===== config.mk =====
export PLATFORM = sky130hd
export DESIGN_NAME = vid_bbox_detect
export DESIGN_NICKNAME = d
export VERILOG_FILES = /design/src/rtl/vid_bbox_detect.sv
export SDC_FILE = /design/constraint.sdc
export NUM_CORES = 1
export LEC_CHECK = 0
export CAP_MARGIN = 20
export CORE_ASPECT_RATIO = 1.25
export CORE_UTILIZATION = 30
export DETAILED_ROUTE_END_ITERATION = 12
export HOLD_SLACK_MARGIN = 0.05
export SKIP_CTS_REPAIR_TIMING = 1
export SLEW_MARGIN = 20
export SYNTH_ARGS = -nofsm -noshare
export SYNTH_HDL_FRONTEND = slang
export SYNTH_SLANG_ARGS = --single-unit
export TNS_END_PERCENT = 50

===== constraint.sdc =====
create_clock -name clk -period 3.2 [get_ports clk]
set_clock_uncertainty 0.15 [all_clocks]
set_input_delay 0.32 -clock clk [delete_from_list [all_inputs] [get_ports clk]]
set_output_delay 0.32 -clock clk [all_outputs]
set_load 0.03 [all_outputs]

===== src/rtl/vid_bbox_detect.sv =====
// vid_bbox_detect
//   Streaming pass-through with colour-match bounding-box detection.
//   Every Avalon-ST beat on the sink is forwarded to the source through one
//   output register. Video packets (header type 0) are analysed: pixels with
//   R >= R_MIN, G <= G_MAX, B <= B_MAX are counted and their x/y extent is
//   tracked. One cycle after the eop of a video packet, the box is published
//   on bbox_* with a single-cycle bbox_valid strobe.
// Ports
//   clk, reset              : clock, synchronous active-high reset
//   asi_valid/ready/data/sop/eop : sink stream (ready latency 0)
//   aso_valid/ready/data/sop/eop : source stream
//   bbox_min_x/max_x/min_y/max_y : published box limits (11 bit)
//   bbox_count              : published matched-pixel count (20 bit)
//   bbox_found              : at least one match in the published frame
//   bbox_valid              : one-cycle publish strobe
module vid_bbox_detect #(
  parameter int         IMG_W = 640,
  parameter int         IMG_H = 480,
  parameter logic [7:0] R_MIN = 8'd180,
  parameter logic [7:0] G_MAX = 8'd90,
  parameter logic [7:0] B_MAX = 8'd90
) (
  input  logic        clk,
  input  logic        reset,
  input  logic        asi_valid,
  output logic        asi_ready,
  input  logic [23:0] asi_data,
  input  logic        asi_sop,
  input  logic        asi_eop,
  output logic        aso_valid,
  input  logic        aso_ready,
  output logic [23:0] aso_data,
  output logic        aso_sop,
  output logic        aso_eop,
  output logic [10:0] bbox_min_x,
  output logic [10:0] bbox_max_x,
  output logic [10:0] bbox_min_y,
  output logic [10:0] bbox_max_y,
  output logic [19:0] bbox_count,
  output logic        bbox_found,
  output logic        bbox_valid
);

  // Coordinates are 11 bits wide, so the frame geometry must fit in them.
  if (IMG_W < 1 || IMG_W > 2048 || IMG_H < 1 || IMG_H > 2048) begin : g_bad_geometry
    $error("vid_bbox_detect: IMG_W and IMG_H must lie in 1..2048");
  end

  // ST_HDR is part of the state set but never entered: the header beat moves
  // straight to VIDEO/SKIP; if ever seen it recovers to IDLE.
  typedef enum logic [1:0] {
    ST_IDLE  = 2'd0,
    ST_HDR   = 2'd1,
    ST_VIDEO = 2'd2,
    ST_SKIP  = 2'd3
  } state_t;

  localparam logic [10:0] X_LAST = 11'(IMG_W - 1);

  state_t      state_q, state_d;
  logic [10:0] x_q, x_d, y_q, y_d;
  logic [19:0] cnt_q, cnt_d;
  logic [10:0] min_x_q, min_x_d, max_x_q, max_x_d;
  logic [10:0] min_y_q, min_y_d, max_y_q, max_y_d;

  logic        aso_valid_q, aso_valid_d, aso_sop_q, aso_sop_d, aso_eop_q, aso_eop_d;
  logic [23:0] aso_data_q, aso_data_d;

  logic [10:0] bb_min_x_q, bb_min_x_d, bb_max_x_q, bb_max_x_d;
  logic [10:0] bb_min_y_q, bb_min_y_d, bb_max_y_q, bb_max_y_d;
  logic [19:0] bb_count_q, bb_count_d;
  logic        bb_found_q, bb_found_d, bb_valid_q, bb_valid_d;

  logic        xfer;
  logic        match;
  logic [10:0] x_nxt, y_nxt;
  logic [19:0] cnt_upd;
  logic [10:0] min_x_upd, max_x_upd, min_y_upd, max_y_upd;

  // Reset forces ready high so upstream is never stalled while reset is held.
  assign asi_ready = reset | ~aso_valid_q | aso_ready;
  assign xfer      = asi_valid & asi_ready;

  // Pixel classification and accumulator update for the current beat.
  always_comb begin
    match = (asi_data[23:16] >= R_MIN) && (asi_data[15:8] <= G_MAX) &&
            (asi_data[7:0] <= B_MAX);
    cnt_upd   = cnt_q;
    min_x_upd = min_x_q;
    max_x_upd = max_x_q;
    min_y_upd = min_y_q;
    max_y_upd = max_y_q;
    if (match) begin
      cnt_upd   = (cnt_q == 20'hFFFFF) ? cnt_q : cnt_q + 20'd1;
      min_x_upd = (x_q < min_x_q) ? x_q : min_x_q;
      max_x_upd = (x_q > max_x_q) ? x_q : max_x_q;
      min_y_upd = (y_q < min_y_q) ? y_q : min_y_q;
      max_y_upd = (y_q > max_y_q) ? y_q : max_y_q;
    end else begin
      cnt_upd = cnt_q;
    end
    // Raster position of the next pixel; y sticks at the top of its range.
    if (x_q == X_LAST) begin
      x_nxt = 11'd0;
      y_nxt = (y_q == 11'h7FF) ? y_q : y_q + 11'd1;
    end else begin
      x_nxt = x_q + 11'd1;
      y_nxt = y_q;
    end
  end

  // Packet FSM, accumulators and publish registers.
  always_comb begin
    state_d    = state_q;
    x_d        = x_q;
    y_d        = y_q;
    cnt_d      = cnt_q;
    min_x_d    = min_x_q;
    max_x_d    = max_x_q;
    min_y_d    = min_y_q;
    max_y_d    = max_y_q;
    bb_min_x_d = bb_min_x_q;
    bb_max_x_d = bb_max_x_q;
    bb_min_y_d = bb_min_y_q;
    bb_max_y_d = bb_max_y_q;
    bb_count_d = bb_count_q;
    bb_found_d = bb_found_q;
    bb_valid_d = 1'b0;
    if (xfer) begin
      if (asi_sop) begin
        // A header always restarts analysis, discarding any unfinished frame.
        x_d     = 11'd0;
        y_d     = 11'd0;
        cnt_d   = 20'd0;
        min_x_d = 11'h7FF;
        max_x_d = 11'd0;
        min_y_d = 11'h7FF;
        max_y_d = 11'd0;
        if (asi_eop) begin
          state_d = ST_IDLE;
        end else if (asi_data[3:0] == 4'h0) begin
          state_d = ST_VIDEO;
        end else begin
          state_d = ST_SKIP;
        end
      end else begin
        case (state_q)
          ST_VIDEO: begin
            x_d     = x_nxt;
            y_d     = y_nxt;
            cnt_d   = cnt_upd;
            min_x_d = min_x_upd;
            max_x_d = max_x_upd;
            min_y_d = min_y_upd;
            max_y_d = max_y_upd;
            if (asi_eop) begin
              state_d    = ST_IDLE;
              bb_valid_d = 1'b1;
              if (cnt_upd == 20'd0) begin
                bb_found_d = 1'b0;
                bb_min_x_d = 11'd0;
                bb_max_x_d = 11'd0;
                bb_min_y_d = 11'd0;
                bb_max_y_d = 11'd0;
                bb_count_d = 20'd0;
              end else begin
                bb_found_d = 1'b1;
                bb_min_x_d = min_x_upd;
                bb_max_x_d = max_x_upd;
                bb_min_y_d = min_y_upd;
                bb_max_y_d = max_y_upd;
                bb_count_d = cnt_upd;
              end
            end else begin
              state_d = ST_VIDEO;
            end
          end
          ST_SKIP: begin
            if (asi_eop) begin
              state_d = ST_IDLE;
            end else begin
              state_d = ST_SKIP;
            end
          end
          ST_IDLE: state_d = ST_IDLE;
          default: state_d = ST_IDLE;
        endcase
      end
    end else begin
      state_d = state_q;
    end
  end

  // Single output register stage; it only loads when the sink side is ready.
  always_comb begin
    aso_valid_d = aso_valid_q;
    aso_data_d  = aso_data_q;
    aso_sop_d   = aso_sop_q;
    aso_eop_d   = aso_eop_q;
    if (asi_ready) begin
      aso_valid_d = asi_valid;
    end else begin
      aso_valid_d = aso_valid_q;
    end
    if (xfer) begin
      aso_data_d = asi_data;
      aso_sop_d  = asi_sop;
      aso_eop_d  = asi_eop;
    end else begin
      aso_data_d = aso_data_q;
    end
  end

  // State register with synchronous reset.
  always_ff @(posedge clk) begin
    if (reset) begin
      state_q     <= ST_IDLE;
      x_q         <= 11'd0;
      y_q         <= 11'd0;
      cnt_q       <= 20'd0;
      min_x_q     <= 11'h7FF;
      max_x_q     <= 11'd0;
      min_y_q     <= 11'h7FF;
      max_y_q     <= 11'd0;
      aso_valid_q <= 1'b0;
      aso_data_q  <= 24'd0;
      aso_sop_q   <= 1'b0;
      aso_eop_q   <= 1'b0;
      bb_min_x_q  <= 11'd0;
      bb_max_x_q  <= 11'd0;
      bb_min_y_q  <= 11'd0;
      bb_max_y_q  <= 11'd0;
      bb_count_q  <= 20'd0;
      bb_found_q  <= 1'b0;
      bb_valid_q  <= 1'b0;
    end else begin
      state_q     <= state_d;
      x_q         <= x_d;
      y_q         <= y_d;
      cnt_q       <= cnt_d;
      min_x_q     <= min_x_d;
      max_x_q     <= max_x_d;
      min_y_q     <= min_y_d;
      max_y_q     <= max_y_d;
      aso_valid_q <= aso_valid_d;
      aso_data_q  <= aso_data_d;
      aso_sop_q   <= aso_sop_d;
      aso_eop_q   <= aso_eop_d;
      bb_min_x_q  <= bb_min_x_d;
      bb_max_x_q  <= bb_max_x_d;
      bb_min_y_q  <= bb_min_y_d;
      bb_max_y_q  <= bb_max_y_d;
      bb_count_q  <= bb_count_d;
      bb_found_q  <= bb_found_d;
      bb_valid_q  <= bb_valid_d;
    end
  end

  assign aso_valid  = aso_valid_q;
  assign aso_data   = aso_data_q;
  assign aso_sop    = aso_sop_q;
  assign aso_eop    = aso_eop_q;
  assign bbox_min_x = bb_min_x_q;
  assign bbox_max_x = bb_max_x_q;
  assign bbox_min_y = bb_min_y_q;
  assign bbox_max_y = bb_max_y_q;
  assign bbox_count = bb_count_q;
  assign bbox_found = bb_found_q;
  assign bbox_valid = bb_valid_q;

endmodule

==> results.cfg <==
[timing]
unrepaired_setup_endpoints_after_global_routing = false
period_minus_slack_ns = 2.96
tightest_slew_ns = 0.618
post-route-period-util_pct = 92.6
timing.final.hold_violations = 0
relSlewSlack_pct = 58.8
finalSetupViolCount = 0
max_freq_ghz = 0.337
final_hold_slack_ns = 0.268
totalNegativeSetupSlack_ns = 0
timing.final.ws_setup_ns = 0.236
final_max_slew_viol_count = 0

[placed_design]
buffer_ports.inserted = 123
place_worst_setup_slack_ns = -0.252
dpl.cell_count = 1597
gp_congestion = 0.892
placed_cell_area_sq_um = 11000
post-dp-hpwl_mm = 18.8

[final_layout]
drive_gt1_share_pct = 11.8
layout.cells.non_filler = 1628
antenna_cells = 0
largest_register_ffs = 24
fin_area_sq_um = 11600
finish.utilization_pct = 39.5
finish.net_count = 1295
layout-area-overhead-vs-synth_pct = 29.8

[synthesis]
netlist_top_cells_count = sky130_fd_sc_hd__dfxtp_1 (181), sky130_fd_sc_hd__nand2_1 (145), sky130_fd_sc_hd__nor2_1 (99)
synth_ff_type = sky130_fd_sc_hd__dfxtp_1
synth_largest_area_cell = sky130_fd_sc_hd__dfxtp_1
mappedNetlistArea_sq_um = 8910
synthesis.instances = 1073
netlist-cell-type-count = 67
yosys_warnings = 0
synth-edff-count = 0
seq_area_frac_synth_pct = 40.7
async_flop_share_pct = 0
synthesis.area_per_instance_sq_um = 8.30
synth.ff_latch_count = 181
yosysMostFrequentCell = sky130_fd_sc_hd__dfxtp_1
synthTopCellsByArea = sky130_fd_sc_hd__dfxtp_1 (41%), sky130_fd_sc_hd__ha_1 (6.3%), sky130_fd_sc_hd__nand2_1 (6.1%), sky130_fd_sc_hd__nor2_1 (4.2%), sky130_fd_sc_hd__a21oi_1 (4.0%)
synthDominantCellAreaShare_pct = 40.7
mapped_nets = 1148

[drt]
drtAntennaViolNets = 0
wl_mm = 25.1
drt_iter0_markers = 465
drt-vias-per-instance = 4.95
num_vias = 8060
remaining_drc_errors = 0
route.detailed.wl_per_inst_um = 15.4
detailed_routing_iterations_pass_1 = 7

[status]
result_of_the_run = finished, final reports clean

[floorplanning]
top_level_ports = 124
starting_utilization_of_the_core_area_pct = 30.5
fp.dieW_um = 156
die_area_sq_um = 30400
dieHeight_um = 195
core.rowCount = 70
core-area_sq_um = 29300

[clock_network]
insertion_delay_ns = 0.44
cts_made_buffers = 17
cts_num_sinks = 181
cts-htree-levels = 4
clk_root_buffer_cell = sky130_fd_sc_hd__clkbuf_16
cts_tree = yes
cts.reportedPaths.clkPinSlew_ns = 0.07
ctsLongestPathBuffers = 2

[global_routing]
grt_util_all_layers_pct = 17.0
overflow = 0
grt_pass1_vias = 7985
grt_antenna_before_repair = 0
grt_pass1_wl_mm = 40.9
grt_start_max_net_pins = 57

[run]
max_cap_violations = 0

[worst_setup_path]
worstPathArrival_ns = 3.12
worstPathRequired_ns = 3.36
reg2reg_slack_ns = 0.24
worstRegToRegCells = 9
cp_cell_sequence = ha_1 > nand4_1 > or3_1 > and4_4 > a2111oi_4 > nand4b_1 > nor4b_4 > buf_4 > nor3_1
worstSetupPathType = register to register
worst_path_max_delay_cell = sky130_fd_sc_hd__or3_1
critical-path-max-stage-delay_ns = 0.54
cpLargestDelayFamily = simple AND/OR/NAND/NOR gates
crit-reg2reg-launch = cnt_q[0]$_SDFFE_PP0P_
endpoint_kind = register
timing.critical_path.buf_inv = 1
crit-reg2reg-capture = bbox_min_y[0]$_SDFFE_PP0P_
worst_setup_path_start_kind = register
worst_path_fanout_max = 11

[min_path]
worst_hold_path.num_cells = 3
hold_wc_path_type = primary input to register
hold_path_end = aso_data[16]$_SDFFE_PP0P_
launch_point_of_the_worst_hold_path = asi_data[16]

[power_and_ir_drop]
power_density_nw_per_um2 = 413
total_power_of_the_final_layout_mw = 4.77
static-leakage-power_nw = 4.51
peakVddDrop_mv = 0.310
[where the power goes]
part	internal, mW	switching, mW	leakage [nW]
logic	0.135	0.204	2.76
clock network	1.17	0.970	0.282
registers	2.28	0.0141	1.47
[area by class of cell]
class	count	area, sq um
fill	3006	17700
clock inverter	14	166
timing repair buffer	209	1900
tap	396	495
inverter	48	180
clock buffer	17	425
sequential	181	3630
multi-input combinational	763	4770
[layer usage]
layer	GRT usage [%]	wire, um	up-vias
li1	-	-	4082
met1	19.5	10800	3787
met2	30.6	12900	154
met3	3.26	835	37
met4	6.54	583	0
met5	0	0	-
[cell families after synthesis]
logic type / after synthesis / share of synthesized area [%]
and+or+nand+nor: 381 / 20.0
AOI/OAI and AO/OA: 263 / 18.9
DFF: 181 / 40.7
buffers and inverters: 129 / 6.04
adders and majority gates: 45 / 6.32
muxes: 40 / 4.65
xor gates and xnor gates: 34 / 3.34
[worst max-delay path by stage]
stage                               start                         end  slack (ns)  depth (start not counted)
detailed placement           asi_data[23]  bbox_min_y[9]$_SDFFE_PP0P_       -0.25                         12
CTS                 cnt_q[2]$_SDFFE_PP0P_  bbox_min_y[9]$_SDFFE_PP0P_        0.11                          9
floorplan           cnt_q[5]$_SDFFE_PP0P_  bbox_min_y[0]$_SDFFE_PP0P_        0.49                         12
finish              cnt_q[0]$_SDFFE_PP0P_  bbox_min_y[0]$_SDFFE_PP0P_        0.24                          9
global placement              asi_data[1]  bbox_min_y[2]$_SDFFE_PP0P_       -0.20                         12
global route                 asi_data[23]  bbox_min_y[1]$_SDFFE_PP0P_        0.01                         11
[worst register-to-register path, cell delays in order, from the launching register on]
cell and delay [ns]:
sky130_fd_sc_hd__dfxtp_1 0.34, sky130_fd_sc_hd__ha_1 0.27, sky130_fd_sc_hd__nand4_1 0.20, sky130_fd_sc_hd__or3_1 0.54, sky130_fd_sc_hd__and4_4 0.26, sky130_fd_sc_hd__a2111oi_4 0.26
sky130_fd_sc_hd__nand4b_1 0.18, sky130_fd_sc_hd__nor4b_4 0.34, sky130_fd_sc_hd__buf_4 0.24, sky130_fd_sc_hd__nor3_1 0.07
[layout by cell type, fill, tap and decap left out, types with 25 or more instances in the layout]
cell type	count
sky130_fd_sc_hd__o21ai_0	43
sky130_fd_sc_hd__buf_4	85
sky130_fd_sc_hd__nand2_1	145
sky130_fd_sc_hd__ha_1	45
sky130_fd_sc_hd__inv_1	48
sky130_fd_sc_hd__nor2_1	98
sky130_fd_sc_hd__clkdlybuf4s50_1	122
sky130_fd_sc_hd__nand3_1	25
sky130_fd_sc_hd__dfxtp_1	179
sky130_fd_sc_hd__mux2i_1	29
sky130_fd_sc_hd__a21oi_1	72
Power figures use the tool's default switching activity.
